**src/rtl/mem_burst_ctrl_if.sv**
```systemverilog
// Command, write/read data and memory-port bundle shared by a burst master and mem_burst_ctrl.
interface mem_burst_ctrl_if #(
  parameter int NUM_RAMS = 16,
  parameter int D_WID    = 8,
  parameter int LEN_WID  = 16
);
  localparam int DW = NUM_RAMS * D_WID;

  logic               cmd_valid;
  logic               cmd_ready;
  logic               cmd_rdwr;
  logic [31:0]        cmd_addr;
  logic [LEN_WID-1:0] cmd_len;

  logic               wr_valid;
  logic               wr_ready;
  logic [DW-1:0]      wr_data;

  logic               rd_valid;
  logic               rd_ready;
  logic [DW-1:0]      rd_data;
  logic [4:0]         rd_bytes;
  logic               rd_last;

  logic               done;
  logic               busy;

  logic               mem_en;
  logic               mem_rdwr;
  logic [4:0]         mem_control;
  logic [31:0]        mem_addr;
  logic [DW-1:0]      mem_wr_data;
  logic [DW-1:0]      mem_rd_data;

  modport slave (
    input  cmd_valid, cmd_rdwr, cmd_addr, cmd_len,
    input  wr_valid, wr_data, rd_ready, mem_rd_data,
    output cmd_ready, wr_ready, rd_valid, rd_data, rd_bytes, rd_last,
    output done, busy, mem_en, mem_rdwr, mem_control, mem_addr, mem_wr_data
  );

  modport master (
    output cmd_valid, cmd_rdwr, cmd_addr, cmd_len,
    output wr_valid, wr_data, rd_ready, mem_rd_data,
    input  cmd_ready, wr_ready, rd_valid, rd_data, rd_bytes, rd_last,
    input  done, busy, mem_en, mem_rdwr, mem_control, mem_addr, mem_wr_data
  );
endinterface

```
**src/rtl/mem_burst_ctrl.sv**
```systemverilog
// Splits byte-addressed transfer commands into beats of up to NUM_RAMS bytes for the
// scratchpad's unaligned port, with a credit-limited FIFO absorbing read backpressure.
module mem_burst_ctrl #(
  parameter int NUM_RAMS = 16,
  parameter int D_WID    = 8,
  parameter int LEN_WID  = 16,
  parameter int RD_DEPTH = 4
) (
  input logic             clk,
  input logic             rst_n,
  mem_burst_ctrl_if.slave bus
);
  localparam int DW   = NUM_RAMS * D_WID;
  localparam int CTLW = 5;
  localparam int PW   = (RD_DEPTH > 1) ? $clog2(RD_DEPTH) : 1;
  localparam int CW   = $clog2(RD_DEPTH + 1);

  localparam logic [CTLW-1:0]    FULL_BEAT = CTLW'(NUM_RAMS);
  localparam logic [LEN_WID-1:0] LEN_FULL  = LEN_WID'(NUM_RAMS);
  localparam logic [PW-1:0]      LAST_PTR  = PW'(RD_DEPTH - 1);
  localparam logic [CW:0]        DEPTH_L   = (CW + 1)'(RD_DEPTH);

  typedef enum logic [2:0] {IDLE, WR, RD, DRAIN, DONE} state_e;

  state_e             state_q;
  logic [31:0]        curAddr_q, curAddr_d;
  logic [LEN_WID-1:0] remaining_q, remaining_d;
  logic               inflight_q;
  logic [CTLW-1:0]    inflightBytes_q;
  logic               inflightLast_q;
  logic               memRdwr_q;
  logic [CTLW-1:0]    memControl_q;
  logic [31:0]        memAddr_q;

  logic [DW-1:0]      fifoData_q  [RD_DEPTH];
  logic [CTLW-1:0]    fifoBytes_q [RD_DEPTH];
  logic               fifoLast_q  [RD_DEPTH];
  logic [PW-1:0]      wrPtr_q, rdPtr_q;
  logic [CW-1:0]      count_q, count_d;

  logic [CTLW-1:0]    beat;
  logic               lastBeat;
  logic [CW:0]        outstanding;
  logic               wrIssue, rdIssue, issue;
  logic               push, pop, headLast;

  assign beat        = (remaining_q >= LEN_FULL) ? FULL_BEAT : remaining_q[CTLW-1:0];
  assign lastBeat    = (remaining_q <= LEN_FULL);
  assign curAddr_d   = curAddr_q + 32'(beat);
  assign remaining_d = remaining_q - LEN_WID'(beat);

  // A read may issue only while every FIFO slot it could need is still free.
  assign outstanding = {1'b0, count_q} + {{CW{1'b0}}, inflight_q};
  assign wrIssue     = (state_q == WR) && bus.wr_valid;
  assign rdIssue     = (state_q == RD) && (outstanding < DEPTH_L);
  assign issue       = wrIssue || rdIssue;

  assign push        = inflight_q;
  assign pop         = (count_q != '0) && bus.rd_ready;
  assign headLast    = fifoLast_q[rdPtr_q];

  assign bus.cmd_ready   = (state_q == IDLE);
  assign bus.busy        = (state_q != IDLE);
  assign bus.done        = (state_q == DONE);
  assign bus.wr_ready    = (state_q == WR);

  assign bus.mem_en      = issue;
  assign bus.mem_rdwr    = issue ? wrIssue   : memRdwr_q;
  assign bus.mem_control = issue ? beat      : memControl_q;
  assign bus.mem_addr    = issue ? curAddr_q : memAddr_q;
  assign bus.mem_wr_data = bus.wr_data;

  assign bus.rd_valid    = (count_q != '0);
  assign bus.rd_data     = fifoData_q[rdPtr_q];
  assign bus.rd_bytes    = bus.rd_valid ? fifoBytes_q[rdPtr_q] : '0;
  assign bus.rd_last     = bus.rd_valid && headLast;

  always_comb begin
    count_d = count_q;
    if (push && !pop) begin
      count_d = count_q + 1'b1;
    end else if (pop && !push) begin
      count_d = count_q - 1'b1;
    end
  end

  always_ff @(posedge clk or negedge rst_n) begin
    if (!rst_n) begin
      state_q         <= IDLE;
      curAddr_q       <= '0;
      remaining_q     <= '0;
      inflight_q      <= 1'b0;
      inflightBytes_q <= '0;
      inflightLast_q  <= 1'b0;
      memRdwr_q       <= 1'b0;
      memControl_q    <= '0;
      memAddr_q       <= '0;
    end else begin
      inflight_q <= rdIssue;
      if (rdIssue) begin
        inflightBytes_q <= beat;
        inflightLast_q  <= lastBeat;
      end
      if (issue) begin
        memRdwr_q    <= wrIssue;
        memControl_q <= beat;
        memAddr_q    <= curAddr_q;
        curAddr_q    <= curAddr_d;
        remaining_q  <= remaining_d;
      end
      unique case (state_q)
        IDLE: begin
          if (bus.cmd_valid) begin
            curAddr_q   <= bus.cmd_addr;
            remaining_q <= bus.cmd_len;
            state_q     <= (bus.cmd_len == '0) ? DONE : (bus.cmd_rdwr ? WR : RD);
          end
        end
        WR:      if (wrIssue && lastBeat) state_q <= DONE;
        RD:      if (rdIssue && lastBeat) state_q <= DRAIN;
        DRAIN:   if (pop && headLast)     state_q <= DONE;
        DONE:    state_q <= IDLE;
        default: state_q <= IDLE;
      endcase
    end
  end

  always_ff @(posedge clk or negedge rst_n) begin
    if (!rst_n) begin
      wrPtr_q <= '0;
      rdPtr_q <= '0;
      count_q <= '0;
    end else begin
      count_q <= count_d;
      if (push) wrPtr_q <= (wrPtr_q == LAST_PTR) ? '0 : wrPtr_q + 1'b1;
      if (pop)  rdPtr_q <= (rdPtr_q == LAST_PTR) ? '0 : rdPtr_q + 1'b1;
    end
  end

  // Storage needs no reset: everything read from it is qualified by count_q.
  always_ff @(posedge clk) begin
    if (push) begin
      fifoData_q[wrPtr_q]  <= bus.mem_rd_data;
      fifoBytes_q[wrPtr_q] <= inflightBytes_q;
      fifoLast_q[wrPtr_q]  <= inflightLast_q;
    end
  end
endmodule
```
**src/flat_wrapper.sv**
```systemverilog
// flat-port wrapper written by rule: the top's interface ports become plain ports
module mem_burst_ctrl_flat 
#(
  parameter int NUM_RAMS = 16,
  parameter int D_WID    = 8,
  parameter int LEN_WID  = 16,
  parameter int RD_DEPTH = 4
)
  (clk, rst_n, bus_cmd_valid, bus_cmd_rdwr, bus_cmd_addr, bus_cmd_len, bus_wr_valid, bus_wr_data, bus_rd_ready, bus_mem_rd_data, bus_cmd_ready, bus_wr_ready, bus_rd_valid, bus_rd_data, bus_rd_bytes, bus_rd_last, bus_done, bus_busy, bus_mem_en, bus_mem_rdwr, bus_mem_control, bus_mem_addr, bus_mem_wr_data);
  mem_burst_ctrl_if #(.NUM_RAMS(NUM_RAMS), .D_WID(D_WID), .LEN_WID(LEN_WID)) bus_i ();
  input logic clk;
  input logic rst_n;
  input wire logic [$bits(bus_i.cmd_valid)-1:0] bus_cmd_valid;
  input wire logic [$bits(bus_i.cmd_rdwr)-1:0] bus_cmd_rdwr;
  input wire logic [$bits(bus_i.cmd_addr)-1:0] bus_cmd_addr;
  input wire logic [$bits(bus_i.cmd_len)-1:0] bus_cmd_len;
  input wire logic [$bits(bus_i.wr_valid)-1:0] bus_wr_valid;
  input wire logic [$bits(bus_i.wr_data)-1:0] bus_wr_data;
  input wire logic [$bits(bus_i.rd_ready)-1:0] bus_rd_ready;
  input wire logic [$bits(bus_i.mem_rd_data)-1:0] bus_mem_rd_data;
  output wire logic [$bits(bus_i.cmd_ready)-1:0] bus_cmd_ready;
  output wire logic [$bits(bus_i.wr_ready)-1:0] bus_wr_ready;
  output wire logic [$bits(bus_i.rd_valid)-1:0] bus_rd_valid;
  output wire logic [$bits(bus_i.rd_data)-1:0] bus_rd_data;
  output wire logic [$bits(bus_i.rd_bytes)-1:0] bus_rd_bytes;
  output wire logic [$bits(bus_i.rd_last)-1:0] bus_rd_last;
  output wire logic [$bits(bus_i.done)-1:0] bus_done;
  output wire logic [$bits(bus_i.busy)-1:0] bus_busy;
  output wire logic [$bits(bus_i.mem_en)-1:0] bus_mem_en;
  output wire logic [$bits(bus_i.mem_rdwr)-1:0] bus_mem_rdwr;
  output wire logic [$bits(bus_i.mem_control)-1:0] bus_mem_control;
  output wire logic [$bits(bus_i.mem_addr)-1:0] bus_mem_addr;
  output wire logic [$bits(bus_i.mem_wr_data)-1:0] bus_mem_wr_data;
  assign bus_i.cmd_valid = bus_cmd_valid;
  assign bus_i.cmd_rdwr = bus_cmd_rdwr;
  assign bus_i.cmd_addr = bus_cmd_addr;
  assign bus_i.cmd_len = bus_cmd_len;
  assign bus_i.wr_valid = bus_wr_valid;
  assign bus_i.wr_data = bus_wr_data;
  assign bus_i.rd_ready = bus_rd_ready;
  assign bus_i.mem_rd_data = bus_mem_rd_data;
  assign bus_cmd_ready = bus_i.cmd_ready;
  assign bus_wr_ready = bus_i.wr_ready;
  assign bus_rd_valid = bus_i.rd_valid;
  assign bus_rd_data = bus_i.rd_data;
  assign bus_rd_bytes = bus_i.rd_bytes;
  assign bus_rd_last = bus_i.rd_last;
  assign bus_done = bus_i.done;
  assign bus_busy = bus_i.busy;
  assign bus_mem_en = bus_i.mem_en;
  assign bus_mem_rdwr = bus_i.mem_rdwr;
  assign bus_mem_control = bus_i.mem_control;
  assign bus_mem_addr = bus_i.mem_addr;
  assign bus_mem_wr_data = bus_i.mem_wr_data;
  mem_burst_ctrl #(.NUM_RAMS(NUM_RAMS), .D_WID(D_WID), .LEN_WID(LEN_WID), .RD_DEPTH(RD_DEPTH)) u_core (.clk(clk), .rst_n(rst_n), .bus(bus_i));
endmodule
```
**config.mk**
```make
export PLATFORM = sky130hd
export DESIGN_NAME = mem_burst_ctrl_flat
export DESIGN_NICKNAME = d
export VERILOG_FILES = /design/src/rtl/mem_burst_ctrl_if.sv /design/src/rtl/mem_burst_ctrl.sv /design/src/flat_wrapper.sv
export SDC_FILE = /design/constraint.sdc
export NUM_CORES = 1
export LEC_CHECK = 0
export ABC_AREA = 1
export CAP_MARGIN = 20
export CELL_PAD_IN_SITES_DETAIL_PLACEMENT = 1
export CELL_PAD_IN_SITES_GLOBAL_PLACEMENT = 2
export CORE_UTILIZATION = 36
export CTS_BUF_LIST = sky130_fd_sc_hd__clkbuf_2 sky130_fd_sc_hd__clkbuf_4 sky130_fd_sc_hd__clkbuf_8
export DETAILED_ROUTE_END_ITERATION = 6
export GPL_TIMING_DRIVEN = 0
export PLACE_DENSITY = 0.9
export SYNTH_ARGS = -nofsm -noshare
export SYNTH_HDL_FRONTEND = slang
export SYNTH_SLANG_ARGS = --single-unit
export TNS_END_PERCENT = 30
```
**constraint.sdc**
```tcl
create_clock -name clk -period 10.1 [get_ports clk]
set_clock_uncertainty 0.1 [all_clocks]
set_input_delay 1.01 -clock clk [delete_from_list [all_inputs] [get_ports clk]]
set_output_delay 1.01 -clock clk [all_outputs]
set_load 0.01 [all_outputs]
```
[Yosys cells after proc, flatten, opt, wreduce, memory -nomap -nowiden]
Memory sizes are Yosys's and may differ from the RTL's.
Index checks and enable logic that the tools add are counted.
Operators by class
  add/sub/neg operators: 7
  $lt $le $gt $ge: 3
  equal/unequal tests: 10
  muxes and demuxes: 24
  reductions and logical operators: 18
Operator list (number)
  $mux W32: 4
  $mux W16: 3
  $add A32 B5 Y32: 1
  $mux W3: 7
  $ge A16 B5 Y1 const B: 1
  $le A16 B5 Y1 const B: 1
  $logic_not A16 Y1: 1
  $sub A16 B5 Y16: 1
  $mux W5: 3
  $pmux W3 S4: 1
  $logic_and A1 B1 Y1: 9
  $eq A3 B2 Y1 const B: 2
  $mux W2: 3
  $reduce_bool A3 Y1: 2
  $add A2 B1 Y2 const B: 2
  $add A3 B1 Y4: 1
  $eq A2 B2 Y1 const B: 2
  $lt A4 B3 Y1 const B: 1
  $ne A2 B1 Y1 const B: 2
  $ne A2 B2 Y1 const B: 2
  $reduce_and A4 Y1: 1
  $add A3 B1 Y3 const B: 1
  $eq A3 B1 Y1 const B: 1
  $eq A3 B3 Y1 const B: 1
  other kinds (6): 9
Storage, ports and cells
  register bits after elaboration: 103
  memory bits (writable): 536
  bits of input ports: 310
  memories kept: 3
Memory list
  u_core.fifoData_q: depth 4, bits a word 128, read ports 1, clocked after memory_dff 0, write ports 1, RTL line mem_burst_ctrl.sv:35  | logic [DW-1:0] fifoData_q [RD_DEPTH];
  u_core.fifoBytes_q: depth 4, bits a word 5, read ports 1, clocked after memory_dff 0, write ports 1, RTL line mem_burst_ctrl.sv:36  | logic [CTLW-1:0] fifoBytes_q [RD_DEPTH];
  u_core.fifoLast_q: depth 4, bits a word 1, read ports 1, clocked after memory_dff 0, write ports 1, RTL line mem_burst_ctrl.sv:37  | logic fifoLast_q [RD_DEPTH];

[Logic depth before layout (Yosys ltp)]
Gate-level depths: netlist (run 1).
  depth in word-level cells: 7
  mapped depth: 22
  depth with buffers taken out: 22

[Worst setup path after synthesis (run 1)]
No wires, ideal clock.
  kind: register to register
  start: reg u_core.wrPtr_q[0]
  end: mem u_core.fifoBytes_q[2][0] (enable)
  library setup time: 0.487 ns
  data arrival time: 3.253 ns
  setup slack: 6.260 ns
  stages on the path, launching flop included: 5
  clock period less this slack: 3.840 ns
  cells stage by stage: dfrtp_1 > inv_1 > ha_1 > nand2_1 > inv_1
RTL lines
  start: declaration: RTL line mem_burst_ctrl.sv:38  | logic [PW-1:0] wrPtr_q, rdPtr_q;
  start signal: assignment: RTL line mem_burst_ctrl.sv:135  | if (push) wrPtr_q <= (wrPtr_q == LAST_PTR) ? '0 : wrPtr_q + 1'b1;
  end: declaration: RTL line mem_burst_ctrl.sv:36
Straight into the memory's write port.

[Final worst setup path (run 1)]
  start: reg u_core.rdPtr_q[1]
  end: out bus_rd_data[85]
Between the ends
  cells in the longest elaborated chain, start to end: 1
Ends and longest elaborated chain
  start: declaration: RTL line mem_burst_ctrl.sv:38
  start signal: assignment: RTL line mem_burst_ctrl.sv:136  | if (pop) rdPtr_q <= (rdPtr_q == LAST_PTR) ? '0 : rdPtr_q + 1'b1;
  $mem_v2 Z4 W128
  end: declaration: RTL line flat_wrapper.sv:24  | output wire logic [$bits(bus_i.rd_data)-1:0] bus_rd_data;
Every way passes these cells.

==> metrics.csv, run 1 <==
stage,metric,value,unit
status,status,"finished, final reports clean",
logic_synthesis,number of enable flip-flop cells after synthesis,536,
pwr,Static Leak,12.9,nW
placement,GPL Wtd Cong,0.861,
floorplan,Ports,616,
floorplan,Initial Util,36.4,%
cts,clk sinks,639,
logic_synthesis,Syn. warnings,0,
drt,DR vias/cell,5.05,
global_route,vias in the first global route,21681,
drt,1st-pass router iterations,5,
sta,Period minus WS final,4.97,ns
finish,Layout area overhead,31.6,%
logic_synthesis,syn avg cell area,11.7,µm²
cts,depth of the CTS H-tree,3,
sta,RSZ-0062 raised after global routing,no,
logic_synthesis,Cell variety after synth,43,
cts,"Setup Fix Bufs, Post-CTS",0,
logic_synthesis,Syn Inst Count,2269,
placement,hpwl dp,60100,µm
drt,post-DR wirelength/cell,22.0,µm
drt,remaining antenna violation count,0,
global_route,first-pass GRT wire length,128000,µm
setup_path,critical path's top delay family,buffers and inverters,
floorplan,FP Rows,99,
sta,final period utilization,49.2,%
placement,port bufs,487,
floorplan,die height,274,µm
logic_synthesis,asr flop ratio synth,16.1,%
logic_synthesis,Most used DFF post-synth,edfxtp_1,
sta,fmax,201,MHz
cts,clock buffer count from CTS,107,
setup_path,crit-path max cell delay,0.73,ns
cts,post_cts resized,0,
finish,design area,0.0350,mm²
sta,Fin Setup TNS,0,ns
setup_path,Worst Setup End Kind,output port,
setup_path,Worst Setup Start Kind,flip-flop,
cts,CTS tree,done,
global_route,grt ovf,0,
pwr,Max VDD drop,202,µV
sta,Slew @ Worst Pin,0.950,ns
finish,most frequent cells in the layout,"edfxtp_1, clkdlybuf4s50_1, nor2_1",
cts,clk buf depth,3,
global_route,GRT Resource Usage Total,22.5,%
cts,cts hold-fix bufs,0,
pwr,Power Dens Cells,296,mW/mm²
floorplan,Die W,274,µm
drt,DRC,0,
drt,final WL,86400,µm
min_path,Worst Hold Class,in2async,
setup_path,worst-path cell chain,"buf_2, clkinv_1, clkbuf_1, clkbuf_1, o21ai_0, o22ai_1, clkdlybuf4s50_1",
logic_synthesis,Seq cells post-synth,639,
logic_synthesis,"Seq/Total Area, Yosys",70.2,%
logic_synthesis,Synth Net Count,2593,
sta,Final Setup Violations,0,
setup_path,"most used cell, CP",clkbuf_1,
setup_path,CP max-delay cell,clkbuf_1,
finish,Fillers,7784,
sta,Final Hold Fails,0,
run,max-cap violations,0,
drt,Iter 0 DRT Violations,1221,
finish,share of post-route cells with drive strength above 1,11.8,%
floorplan,core area,0.0730,mm²
sta,Pins Over Slew Limit,0,
setup_path,CP arrival,3.86,ns
cts,clock-pin slew on the worst setup and hold paths,0.06,ns
cts,Root Buffer,clkbuf_8,
setup_path,Worst EP required,8.99,ns
floorplan,Die Footprint,0.0750,mm²
global_route,largest net degree at the start of global routing,104,
finish,"commonest non-fill, non-tap cell in the layout",edfxtp_1,
finish,Nets,3194,
setup_path,buffer and inverter count on the worst path,5,
cts,"Clk Latency, worst-skew pair",0.71,ns
placement,dpl cell area,0.0328,mm²
logic_synthesis,Syn Std Cell Area,0.0266,mm²
global_route,initial antenna violation count,12,
setup_path,Crit Path Class,reg2out,
drt,DR vias,19840,
sta,slew margin rel.,36.7,%
setup_path,crit path max fanout,10,
[flip-flops by register name, indices dropped and copies added, names as in the netlist, 3 cells and up]
| name | count |
|---|---|
| u_core.count_q | 3 |
| u_core.curAddr_q | 32 |
| u_core.fifoBytes_q | 20 |
| u_core.fifoData_q | 512 |
| u_core.fifoLast_q | 4 |
| u_core.inflightBytes_q | 5 |
| u_core.memAddr_q | 32 |
| u_core.memControl_q | 5 |
| u_core.remaining_q | 16 |
| u_core.state_q | 3 |
[layout make-up]
| type | instances | area (µm²) | share of cell area, % |
|---|---|---|---|
| Antenna cell | 9 | 22.5 | 0.0644 |
| Buffer | 241 | 1420 | 4.05 |
| Clock buffer | 136 | 1700 | 4.85 |
| Clock inverter | 65 | 449 | 1.28 |
| Inverter | 104 | 420 | 1.20 |
| Multi-Input combinational cell | 1285 | 6110 | 17.5 |
| Sequential cell | 639 | 18700 | 53.4 |
| Tap cell | 959 | 1200 | 3.43 |
| Timing Repair Buffer | 492 | 5010 | 14.3 |
[metal layers]
metal / vias to the layer above / global-route usage, % / routed length (µm)
li1: 9105 / - / -
met1: 9900 / 27.2 / 34700
met2: 671 / 39.3 / 43800
met3: 152 / 5.11 / 5810
met4: 12 / 7.57 / 2130
met5: - / 0 / 63
[cell usage after synthesis, drive strengths merged (2+ instances only)]
| cell type | n | area share, % |
|---|---|---|
| fa | 2 | 0.15 |
| nand3b | 4 | 0.11 |
| a31oi | 2 | 0.047 |
| or2 | 13 | 0.31 |
| ha | 12 | 0.56 |
| clkinv | 3 | 0.042 |
| nor2 | 367 | 5.2 |
| o22ai | 128 | 3.0 |
| xnor2 | 3 | 0.099 |
| clkbuf | 80 | 1.1 |
| and2 | 2 | 0.047 |
| dfrtp | 103 | 9.7 |
| nand2 | 277 | 4.0 |
| nand4 | 12 | 0.31 |
| buf | 161 | 4.2 |
| o21a | 2 | 0.056 |
| xor2 | 17 | 0.56 |
| nor4 | 2 | 0.047 |
| edfxtp | 536 | 61 |
| o21ai | 330 | 6.2 |
| a21oi | 33 | 0.62 |
| o21bai | 2 | 0.056 |
| nor3 | 7 | 0.15 |
| inv | 101 | 1.4 |
| nand3 | 65 | 1.2 |
[path summary, 6_finish.rpt]
kind | start | end | slack (ns) | cells after the start
max in group asynchronous | rst_n | u_core.memAddr_q[0] | 8.91 | 2
worst min-delay path | rst_n | u_core.memAddr_q[19] | 0.24 | 1
worst max-delay path | u_core.rdPtr_q[1] | bus_rd_data[85] | 5.13 | 7
worst max register to register | u_core.remaining_q[6] | u_core.curAddr_q[14] | 6.44 | 20
worst min register to register | u_core.memAddr_q[16] | u_core.memAddr_q[16] | 0.38 | 2
min in group clk | u_core.memAddr_q[16] | u_core.memAddr_q[16] | 0.38 | 2
[metrics by stage]
stage / cells / hold slack [ns] / utilization [%] / power [mW] / setup slack, ns
after floorplan: 2269 / 0.376 / - / 5.73 / 6.26
after global placement: 3715 / 0.358 / 44.8 / 8.03 / 3.78
after detailed placement: 3720 / 0.364 / 45.0 / 8.14 / 5.56
after CTS: 3921 / 0.197 / 47.9 / 10.5 / 4.95
after global routing: 3926 / 0.250 / 48.0 / 10.9 / 4.96
final: 3930 / 0.235 / 48.0 / 10.3 / 5.13
[logic make-up (layout without fill, tap and decap cells)]
kind of cell               count (synthesis)  after routing  synth area share [%]
adders and majority gates                 14             14                 0.715
AOI/OAI and AO/OA                        498            498                  10.0
other                                      1             10                0.0141
DFF                                      639            639                  70.2
buffers and inverters                    345           1038                  6.80
xor gates and xnor gates                  20             20                 0.659
and+or+nand+nor                          751            751                  11.5
muxes                                      1              1                0.0423
[power breakdown]
part,switching (mW),leakage (nW),internal [mW]
clock network,1.08,1.13,1.20
logic,2.72,5.68,1.76
registers,0.219,6.08,3.36
total,4.02,12.9,6.32
(Power assumes the default switching activity.)
==> run 2, diff against run 1 <==
--- a/config.mk
+++ b/config.mk
@@ -9,11 +9,11 @@
 export CAP_MARGIN = 20
 export CELL_PAD_IN_SITES_DETAIL_PLACEMENT = 1
 export CELL_PAD_IN_SITES_GLOBAL_PLACEMENT = 2
-export CORE_UTILIZATION = 36
+export CORE_UTILIZATION = 34
 export CTS_BUF_LIST = sky130_fd_sc_hd__clkbuf_2 sky130_fd_sc_hd__clkbuf_4 sky130_fd_sc_hd__clkbuf_8
 export DETAILED_ROUTE_END_ITERATION = 6
 export GPL_TIMING_DRIVEN = 0
-export PLACE_DENSITY = 0.9
+export PLACE_DENSITY = 0.86
 export SYNTH_ARGS = -nofsm -noshare
 export SYNTH_HDL_FRONTEND = slang
 export SYNTH_SLANG_ARGS = --single-unit
==> constraint.sdc (replaced) <==
create_clock -name clk -period 5.2 [get_ports clk]
set_clock_uncertainty 0.1 [all_clocks]
set_input_delay 0.52 -clock clk [delete_from_list [all_inputs] [get_ports clk]]
set_output_delay 0.52 -clock clk [all_outputs]
set_load 0.01 [all_outputs]
==> run 2 against run 1 <==
Effect of this change:
- final cell count grew 2.0%
- hold slack gained 0.055 ns
- combinational power grew 94%
- largest power group unchanged
- cell area grew 0.59%
- flip-flop and latch count is the same
- highest routed layer unchanged
==> metrics.csv, run 2 (synthesized netlist as in run 1, its figures left out) <==
stage,metric,value,unit,change
cts,clock-pin slew on the worst setup and hold paths,0.06,ns,about the same
pwr,combinational power share,42.8,%,was 43.3%
floorplan,Initial Util,34.3,%,was 36.4%
setup_path,worst-path cell chain,"buf_2, clkinv_1, clkbuf_1, clkbuf_1, o21ai_0, o22ai_1, clkdlybuf4s50_1",,unchanged
setup_path,crit-path max cell delay,0.68,ns,was 0.73 ns
sta,slew margin rel.,30.9,%,was 36.7%
finish,max reg flops,512,,unchanged
finish,area occupied by multi-input gates,0.00611,mm²,unchanged
min_path,Worst Hold Class,in2async,,unchanged
floorplan,Die W,282,µm,was 274 µm
setup_path,Worst Setup Start Kind,flip-flop,,unchanged
setup_path,r2r endpoint,u_core.curAddr_q[18],,was u_core.curAddr_q[14]
finish,"commonest non-fill, non-tap cell in the layout",edfxtp_1,,unchanged
drt,DR vias/cell,4.93,,was 5.05
floorplan,FP Rows,102,,was 99
setup_path,Worst Setup End Kind,output port,,unchanged
cts,Root Buffer,clkbuf_8,,unchanged
drt,DR vias,19772,,about the same
drt,DRC,0,,unchanged
setup_path,worst r2r path cells,20,,unchanged
pwr,Total Power,20.3,mW,was 10.3 mW
pwr,Max VDD drop,319,µV,was 202 µV
cts,clock buffer count from CTS,108,,was 107
drt,1st-pass router iterations,7,,was 5
drt,Iter 0 DRT Violations,1047,,was 1221
placement,port bufs,487,,unchanged
placement,hpwl dp,58800,µm,was 60100 µm
sta,Pins Over Slew Limit,0,,unchanged
sta,Final Worst Setup Slack,0.645,ns,was 5.13 ns
global_route,GRT Resource Usage Total,21.1,%,was 22.5%
floorplan,Ports,616,,unchanged
finish,Largest Register,u_core.fifoData_q,,unchanged
cts,CTS tree,done,,unchanged
setup_path,CP max-delay cell,clkbuf_1,,unchanged
finish,Nets,3196,,was 3194
setup_path,crit path max fanout,10,,unchanged
cts,depth of the CTS H-tree,3,,unchanged
sta,Fin Setup TNS,0,ns,unchanged
placement,Placed Cells,3801,,was 3720
setup_path,R2R Setup Slk,1.64,ns,was 6.44 ns
setup_path,Crit Path Class,reg2out,,unchanged
setup_path,CP arrival,3.93,ns,was 3.86 ns
setup_path,critical path's top delay family,buffers and inverters,,unchanged
setup_path,"most used cell, CP",clkbuf_1,,unchanged
sta,final period utilization,87.6,%,
global_route,initial antenna violation count,16,,was 12
pwr,P_int,12.5,mW,was 6.32 mW
run,max-cap violations,0,,unchanged
pwr,switching pwr,7.80,mW,was 4.02 mW
setup_path,buffer and inverter count on the worst path,5,,unchanged
drt,final WL,86600,µm,was 86400 µm
setup_path,Worst EP required,4.58,ns,was 8.99 ns
finish,post-layout util,45.4,%,was 48.0%
cts,post_cts resized,0,,unchanged
placement,dpl cell area,0.0329,mm²,was 0.0328 mm²
finish,Layout area overhead,32.4,%,was 31.6%
sta,RSZ-0062 raised after global routing,no,,unchanged
sta,Final Hold Fails,0,,unchanged
setup_path,worst r2r src,u_core.remaining_q[5],,was u_core.remaining_q[6]
pwr,Reg power frac,34.2,%,was 34.6%
global_route,vias in the first global route,21106,,was 21.7k
pwr,Static Leak,12.9,nW,about the same
drt,remaining antenna violation count,0,,unchanged
finish,biggest regs,"u_core.fifoData_q x512, u_core.curAddr_q x32, u_core.memAddr_q x32",,unchanged
drt,post-DR wirelength/cell,21.6,µm,was 22.0 µm
finish,most frequent cells in the layout,"edfxtp_1, clkdlybuf4s50_1, nor2_1",,unchanged
finish,Reg area,0.0187,mm²,unchanged
finish,Fillers,8354,,was 7784
pwr,Power Dens Cells,577,mW/mm²,was 296 mW/mm²
global_route,largest net degree at the start of global routing,101,,was 104
pwr,clock share of power,23.0,%,was 22.1%
pwr,Net Sw Frac,38.4,%,was 38.9%
sta,fmax,220,MHz,
status,status,"finished, final reports clean",,unchanged
cts,clk buf depth,3,,unchanged
cts,"Setup Fix Bufs, Post-CTS",0,,unchanged
floorplan,die height,282,µm,was 274 µm
sta,Final Setup Violations,0,,unchanged
placement,GPL Wtd Cong,0.856,,was 0.861
sta,Period minus WS final,4.55,ns,
sta,Slew @ Worst Pin,1.04,ns,was 0.950 ns
finish,share of post-route cells with drive strength above 1,12.0,%,was 11.8%
floorplan,Die Footprint,0.0793,mm²,was 0.0750 mm²
floorplan,core area,0.0775,mm²,was 0.0730 mm²
sta,Hold WS,0.291,ns,was 0.235 ns
finish,design area,0.0352,mm²,was 0.0350 mm²
placement,DP Worst Slack,1.28,ns,was 5.56 ns
finish,"non-filler cells, final",4007,,was 3930
global_route,first-pass GRT wire length,126000,µm,was 128000 µm
cts,"Clk Latency, worst-skew pair",0.71,ns,about the same
global_route,grt ovf,0,,unchanged
cts,clk sinks,639,,unchanged
[run 2: cell type report]
class / count / share of cell area, %
flip-flops and latches: 639 / 53.0
multi-input cells: 1285 / 17.4
repair buffers: 493 / 14.3
clock buffers: 153 / 5.31
plain buffers: 241 / 4.03
well taps: 1040 / 3.70
inverters: 104 / 1.19
clock inverters: 41 / 1.04
diodes: 11 / 0.0782
[run 2: worst reg2reg max path, delay by kind of cell (launching register included)]
kind | cells | cell delay [ns]
compound gates | 1 | 0.06
fa+ha+maj | 2 | 0.59
buf+inv | 5 | 0.53
flops | 1 | 0.42
simple gates | 12 | 1.75
[run 2: power by group through the flow]
stage | combinational [mW] | sequential, mW | clock (mW)
2_1_floorplan | 4.16 | 6.97 | 0
3_3_place_gp | 8.53 | 7.15 | 0
3_5_place_dp | 8.76 | 7.05 | 0
4_1_cts | 8.83 | 6.95 | 4.80
5_1_grt | 9.48 | 7.03 | 5.01
6_report | 8.69 | 6.95 | 4.68
[run 2: how the worst max path moves through the flow]
stage                 startpoint                       end  slack, ns  depth (start not counted)
4_1_cts        u_core.rdPtr_q[0]           bus_rd_data[79]       0.43                          7
3_3_place_gp   u_core.wrPtr_q[0]  u_core.fifoData_q[0][42]      -1.05                          4
3_5_place_dp   u_core.rdPtr_q[0]           bus_rd_data[79]       1.28                          7
2_1_floorplan  u_core.wrPtr_q[0]  u_core.fifoBytes_q[2][0]       1.36                          4
5_1_grt        u_core.rdPtr_q[0]          bus_rd_data[106]       0.40                          7
6_report       u_core.rdPtr_q[1]           bus_rd_data[91]       0.65                          7
[run 2: what timing repair did]
action	in CTS	in global routing
setup endpoints to repair	0	0
hold endpoints to repair	47	0
hold buffers	1	0
[run 2: per-layer routing]
metal  global-route usage, %  vias up  part of all wire, %
li1                        -     9098                    -
met1                    25.7     9946                   41
met2                    36.4      573                   50
met3                    5.44      143                  6.6
met4                    6.81       12                  2.5
met5                       0        -                 0.11
==> RTL change 1 (settings of run 2) <==
Encoding of `state_e`: now one-hot (5 bits for 5 states).
--- a/src/rtl/mem_burst_ctrl.sv
+++ b/src/rtl/mem_burst_ctrl.sv
@@ -20,7 +20,7 @@
   localparam logic [PW-1:0]      LAST_PTR  = PW'(RD_DEPTH - 1);
   localparam logic [CW:0]        DEPTH_L   = (CW + 1)'(RD_DEPTH);
 
-  typedef enum logic [2:0] {IDLE, WR, RD, DRAIN, DONE} state_e;
+  typedef enum logic [4:0] {IDLE = 5'b00001, WR = 5'b00010, RD = 5'b00100, DRAIN = 5'b01000, DONE = 5'b10000} state_e;
 
   state_e             state_q;
   logic [31:0]        curAddr_q, curAddr_d;
Behaviour: same outputs for any inputs over 4 cycles, from zero or initial values and one cycle with rst_n low; so few cycles prove little.
==> RTL change 1 against run 2 <==
  * Final area grew 0.38%
  * Worst setup slack worse by 130 ps
  * Routed wire length increased by 4.3%
  * Combinational power down 10%
  * Count of clock-buffer cells in the layout decreased by 15
  * Critical path depth did not move
  * Register-to-register slack worse by 280 ps
  * Sequential cell count rose by 2
  * Maximum frequency fell by 2.8%
  * Total power decreased by 7.2%
  * Synthesized area rose by 0.76%
  * Utilization is essentially flat
==> RTL change 1: results (changes against run 2) <==
[status]
status = complete, no violations

[synth]
seq_area_frac_synth = 0.699  ; -0.00337
synth_cell_types = 46  ; +7.0%
syn_nets = 2601  ; +0.31%
async_flop_share = 0.164  ; +0.00262
netlist_top_cells_count = edfxtp_1, nor2_1, o21ai_0
synth_warnings = 0  ; unchanged
synth_area_leaders = edfxtp_1, dfrtp_1, o21ai_0

[clock_tree]
htreeDepth = 3  ; unchanged
cts.path.max_buffers = 3  ; unchanged
cts_root_buffer = clkbuf_8
cts_hold_buf = 1  ; unchanged
cts_buffers = 107  ; -0.93%
cts_setup_buffers = 0  ; unchanged

[detailed_routing]
finalWirelength_mm = 90.3  ; +4.3%
first_pass_iters = 5  ; -2
drtIter0Drc = 1168  ; +12%
vias = 20000  ; +1.3%

[worst_setup_path]
arrival_ps = 4070  ; +140 ps
critPathTopFamily = buffers and inverters
cpMaxStageDelayCell = clkbuf_1
slowest_delay_ps = 740  ; +60 ps

[power]
p_sw_w = 0.00718  ; -7.9%
p_leak_nw = 12.9  ; -0.57%
irDropWorstVdd_mv = 0.307  ; -3.6%

[grt]
grt_start_max_net_pins = 97  ; -4.0%
grt_pass1_vias = 21600  ; +2.3%
grtUsageTotal = 0.219  ; +0.00749
grt_pass1_wl_mm = 131  ; +3.5%
antenna_found_initial = 18  ; +2

[sta]
worst_pin_slew_ps = 1070  ; +37.3 ps

[finish]
layout.nets = 3203  ; +0.22%
drive_gt1_frac = 0.126  ; +0.00659
fill_cells = 8280  ; -0.89%

[place]
gp_congestion = 0.871  ; +1.7%
dp_hpwl_mm = 62.0  ; +5.6%
portBuffers = 487  ; unchanged

[RTL change 1: logic make-up after synthesis]
logic type	share of synthesized area
compound gates	0.102
mux	0.000420
other cells	0.000140
fa+ha+maj	0.00710
flops	0.699
xor+xnor	0.00719
simple gates	0.114
buf+inv	0.0699
[RTL change 1: cell type report]
type / count / area (um^2) / area share
sequential: 641 / 18700 / 0.530
multi-input combinational: 1279 / 6190 / 0.175
timing repair buffer: 493 / 5020 / 0.142
clock buffer: 138 / 1740 / 0.0493
buffer: 241 / 1440 / 0.0407
tap: 1040 / 1300 / 0.0368
inverter: 116 / 465 / 0.0132
clock inverter: 60 / 442 / 0.0125
antenna: 3 / 7.51 / 0.000212
[RTL change 1: metrics by stage]
stage / setup slack (ps) / util / std cells / area, um^2
after CTS: 262 / 0.455 / 4008 / 35300
final: 514 / 0.455 / 4011 / 35300
after detailed placement: 1070 / 0.426 / 3809 / 33100
after global placement: -1100 / 0.424 / 3804 / 33000
after global routing: 330 / 0.455 / 4010 / 35300
after floorplan: 1360 / - / 2277 / 26800
[RTL change 1: worst paths after layout]
kind | from | end | slack, ps | depth (start not counted)
min reg2reg | u_core.memRdwr_q$_DFF_PN0_ | u_core.memRdwr_q$_DFF_PN0_ | 380 | 2
max reg2reg | u_core.remaining_q[8]$_DFF_PN0_ | u_core.curAddr_q[10]$_DFF_PN0_ | 1360 | 17
max | u_core.rdPtr_q[0]$_DFFE_PN0P_ | bus_rd_data[57] | 510 | 7
min | rst_n | u_core.memAddr_q[31]$_DFF_PN0_ | 90 | 2
min in group clk | bus_cmd_addr[0] | u_core.curAddr_q[0]$_DFF_PN0_ | 300 | 3
max in group asynchronous | rst_n | u_core.state_q[0]$_DFFE_PN1P_ | 4130 | 3
[RTL change 1: power groups by stage]
stage,Combinational (W),Clock [W],Sequential [W]
after floorplan,0.00377,0,0.00645
after global placement,0.00763,0,0.00655
after detailed placement,0.00786,0,0.00655
after CTS,0.00791,0.00470,0.00645
after global routing,0.00847,0.00490,0.00651
final,0.00781,0.00459,0.00645
[RTL change 1: routing by layer]
layer,global-route usage,vias up,wire [um]
met5,0,-,172
met4,0.0714,28,2190
met1,0.261,10100,35600
li1,-,9122,-
met2,0.381,668,45600
met3,0.0576,160,6700
==> RTL change 2 (settings of run 2) <==
Made on the original files. `D_WID` is set to 8 in 3 places; all go to 16.
--- a/src/rtl/mem_burst_ctrl_if.sv
+++ b/src/rtl/mem_burst_ctrl_if.sv
@@ -1,7 +1,7 @@
 // Command, write/read data and memory-port bundle shared by a burst master and mem_burst_ctrl.
 interface mem_burst_ctrl_if #(
   parameter int NUM_RAMS = 16,
-  parameter int D_WID    = 8,
+  parameter int D_WID    = 16,
   parameter int LEN_WID  = 16
 );
   localparam int DW = NUM_RAMS * D_WID;
--- a/src/rtl/mem_burst_ctrl.sv
+++ b/src/rtl/mem_burst_ctrl.sv
@@ -2,7 +2,7 @@
 // scratchpad's unaligned port, with a credit-limited FIFO absorbing read backpressure.
 module mem_burst_ctrl #(
   parameter int NUM_RAMS = 16,
-  parameter int D_WID    = 8,
+  parameter int D_WID    = 16,
   parameter int LEN_WID  = 16,
   parameter int RD_DEPTH = 4
 ) (
--- a/src/flat_wrapper.sv
+++ b/src/flat_wrapper.sv
@@ -2,7 +2,7 @@
 module mem_burst_ctrl_flat 
 #(
   parameter int NUM_RAMS = 16,
-  parameter int D_WID    = 8,
+  parameter int D_WID    = 16,
   parameter int LEN_WID  = 16,
   parameter int RD_DEPTH = 4
 )
Ports: changed (resized bus_mem_rd_data, bus_mem_wr_data, bus_rd_data and bus_wr_data); port bits go from 616 to 1128. The function was not compared with the original's and may differ.
==> RTL change 2 against run 2 <==
  * Total power is 76% higher
  * Non-clock buffer count is 624 higher
  * Worst setup slack worse by 390 ps
  * Maximum frequency is 7.9% lower
  * Synthesized area is 75% higher
  * Largest cell class unchanged
  * Sequential cell count is 512 higher
  * Final area is 76% higher
  * Critical path depth is 1 lower
  * Combinational power is 78% higher
  * Routed wire length is 110% higher
  * Die area is 74% higher
  * Critical endpoint is now bus_rd_data[235]
  * Critical path type unchanged
  * Worst hold slack worse by 160 ps
==> RTL change 2: results (changes against run 2) <==
[detailed_routing]
first_pass_iters = 5  ; -2
drtIter0Drc = 2963  ; +180%
wl_met2_mm = 86.1  ; +99%
vias_per_cell = 5.14  ; +4.2%
finalWirelength_mm = 183  ; +110%
wl_met1_mm = 69.1  ; +96%
wl_met3_mm = 20.7  ; +260%

[grt]
use_met2 = 0.402  ; +0.0384
grt_pass1_vias = 35100  ; +66%
grtUsageTotal = 0.255  ; +0.0439
grt_pass1_wl_mm = 251  ; +98%
antenna_found_initial = 53  ; +37
use_met1 = 0.305  ; +0.0482
grt_start_max_net_pins = 102  ; +0.99%
met3_usage = 0.107  ; +0.0526

[clock_tree]
cts_buffers = 192  ; +78%
htreeDepth = 4  ; +1
cts_setup_buffers = 0  ; unchanged
ctsResizeCount = 8  ; +8
clkLatencyLatePin_ps = 880  ; +170 ps
cts_root_buffer = clkbuf_8

[power]
p_leak_nw = 22.0  ; +70%
irDropWorstVdd_mv = 0.373  ; +17%
internal-power_w = 0.0219  ; +75%

[finish]
drive_gt1_frac = 0.137  ; +0.0176
fin_cells = 6728  ; +68%
fill_cells = 14300  ; +71%
layout.nets = 5342  ; +67%

[worst_setup_path]
r2r_slack_ps = 1520  ; -120 ps
arrival_ps = 4330  ; +400 ps
reg2reg_depth = 22  ; +10%
rr_endpoint = u_core.curAddr_q[14]$_DFF_PN0_

[flow_run]
max_cap_violations = 0  ; unchanged

[synth]
synth_cell_types = 45  ; +4.7%
syn_nets = 4245  ; +64%
synth_warnings = 0  ; unchanged
synth-edff-count = 1048  ; +96%
synth_compound_area_frac = 0.103  ; +0.00224
seq_area_frac_synth = 0.732  ; +0.0302
synth_fa_ha_area_frac = 0.00409  ; -0.00306
async_flop_share = 0.0895  ; -0.0717
syn_inst = 3665  ; +62%
synth.area.mux_share = 0.000242  ; -0.000181
netlist_top_cells_count = edfxtp_1, nor2_1, o21ai_0
synth_area_leaders = edfxtp_1, o21ai_0, dfrtp_1
synth_xor_area_frac = 0.00320  ; -0.00338

[sta]
worst_hold_slack_ps = 129  ; -162 ps
worst_pin_slew_ps = 1100  ; +64.3 ps

[place]
dpl_cell_area_um2 = 58000  ; +76%
gp_congestion = 0.847  ; -1.1%
dpl.cell_count = 6345  ; +67%
dp_slack_ps = 479  ; -804 ps
portBuffers = 871  ; +79%

[status]
status = complete, no violations

[hold_path]
hold_class = in -> reg

RTL change 2: changes by cell type after synthesis, moves of 8 or more:
cell / run 2 / this run
buf_4: 128 / 258
inv_1: 98 / 114
clkbuf_1: 80 / 159
edfxtp_1: 536 / 1048
o21ai_1: 4 / 12
nor2_1: 362 / 610
o22ai_1: 128 / 256
o21ai_0: 326 / 575
RTL change 2: worst max path at each step:
stage                                                endpoint                           from  slack (ps)
after global placement    u_core.fifoData_q[3][187]$_DFFE_PP_  u_core.wrPtr_q[0]$_DFFE_PN0P_       -5870
after CTS                                     bus_rd_data[75]  u_core.rdPtr_q[0]$_DFFE_PN0P_         100
after floorplan            u_core.fifoBytes_q[1][0]$_DFFE_PP_  u_core.wrPtr_q[1]$_DFFE_PN0P_       -1200
after detailed placement                      bus_rd_data[68]  u_core.rdPtr_q[1]$_DFFE_PN0P_         480
final                                        bus_rd_data[235]  u_core.rdPtr_q[0]$_DFFE_PN0P_         250
after global routing                          bus_rd_data[74]  u_core.rdPtr_q[0]$_DFFE_PN0P_          60
RTL change 2: area by class of cell:
cell class	count	area [um^2]	area share
buffer	455	2740	0.0441
sequential	1151	34000	0.549
antenna	26	65.1	0.00105
multi-input combinational	1940	9270	0.149
inverter	119	469	0.00756
tap	1781	2230	0.0359
clock inverter	81	578	0.00932
clock buffer	272	3290	0.0531
timing repair buffer	903	9360	0.151
RTL change 2: power groups by stage:
stage / Clock [W] / Combinational, W / Sequential, W
2_1_floorplan: 0 / 0.00667 / 0.0124
3_3_place_gp: 0 / 0.0149 / 0.0128
3_5_place_dp: 0 / 0.0155 / 0.0123
4_1_cts: 0.00830 / 0.0156 / 0.0122
5_1_grt: 0.00864 / 0.0165 / 0.0123
6_report: 0.00817 / 0.0155 / 0.0122
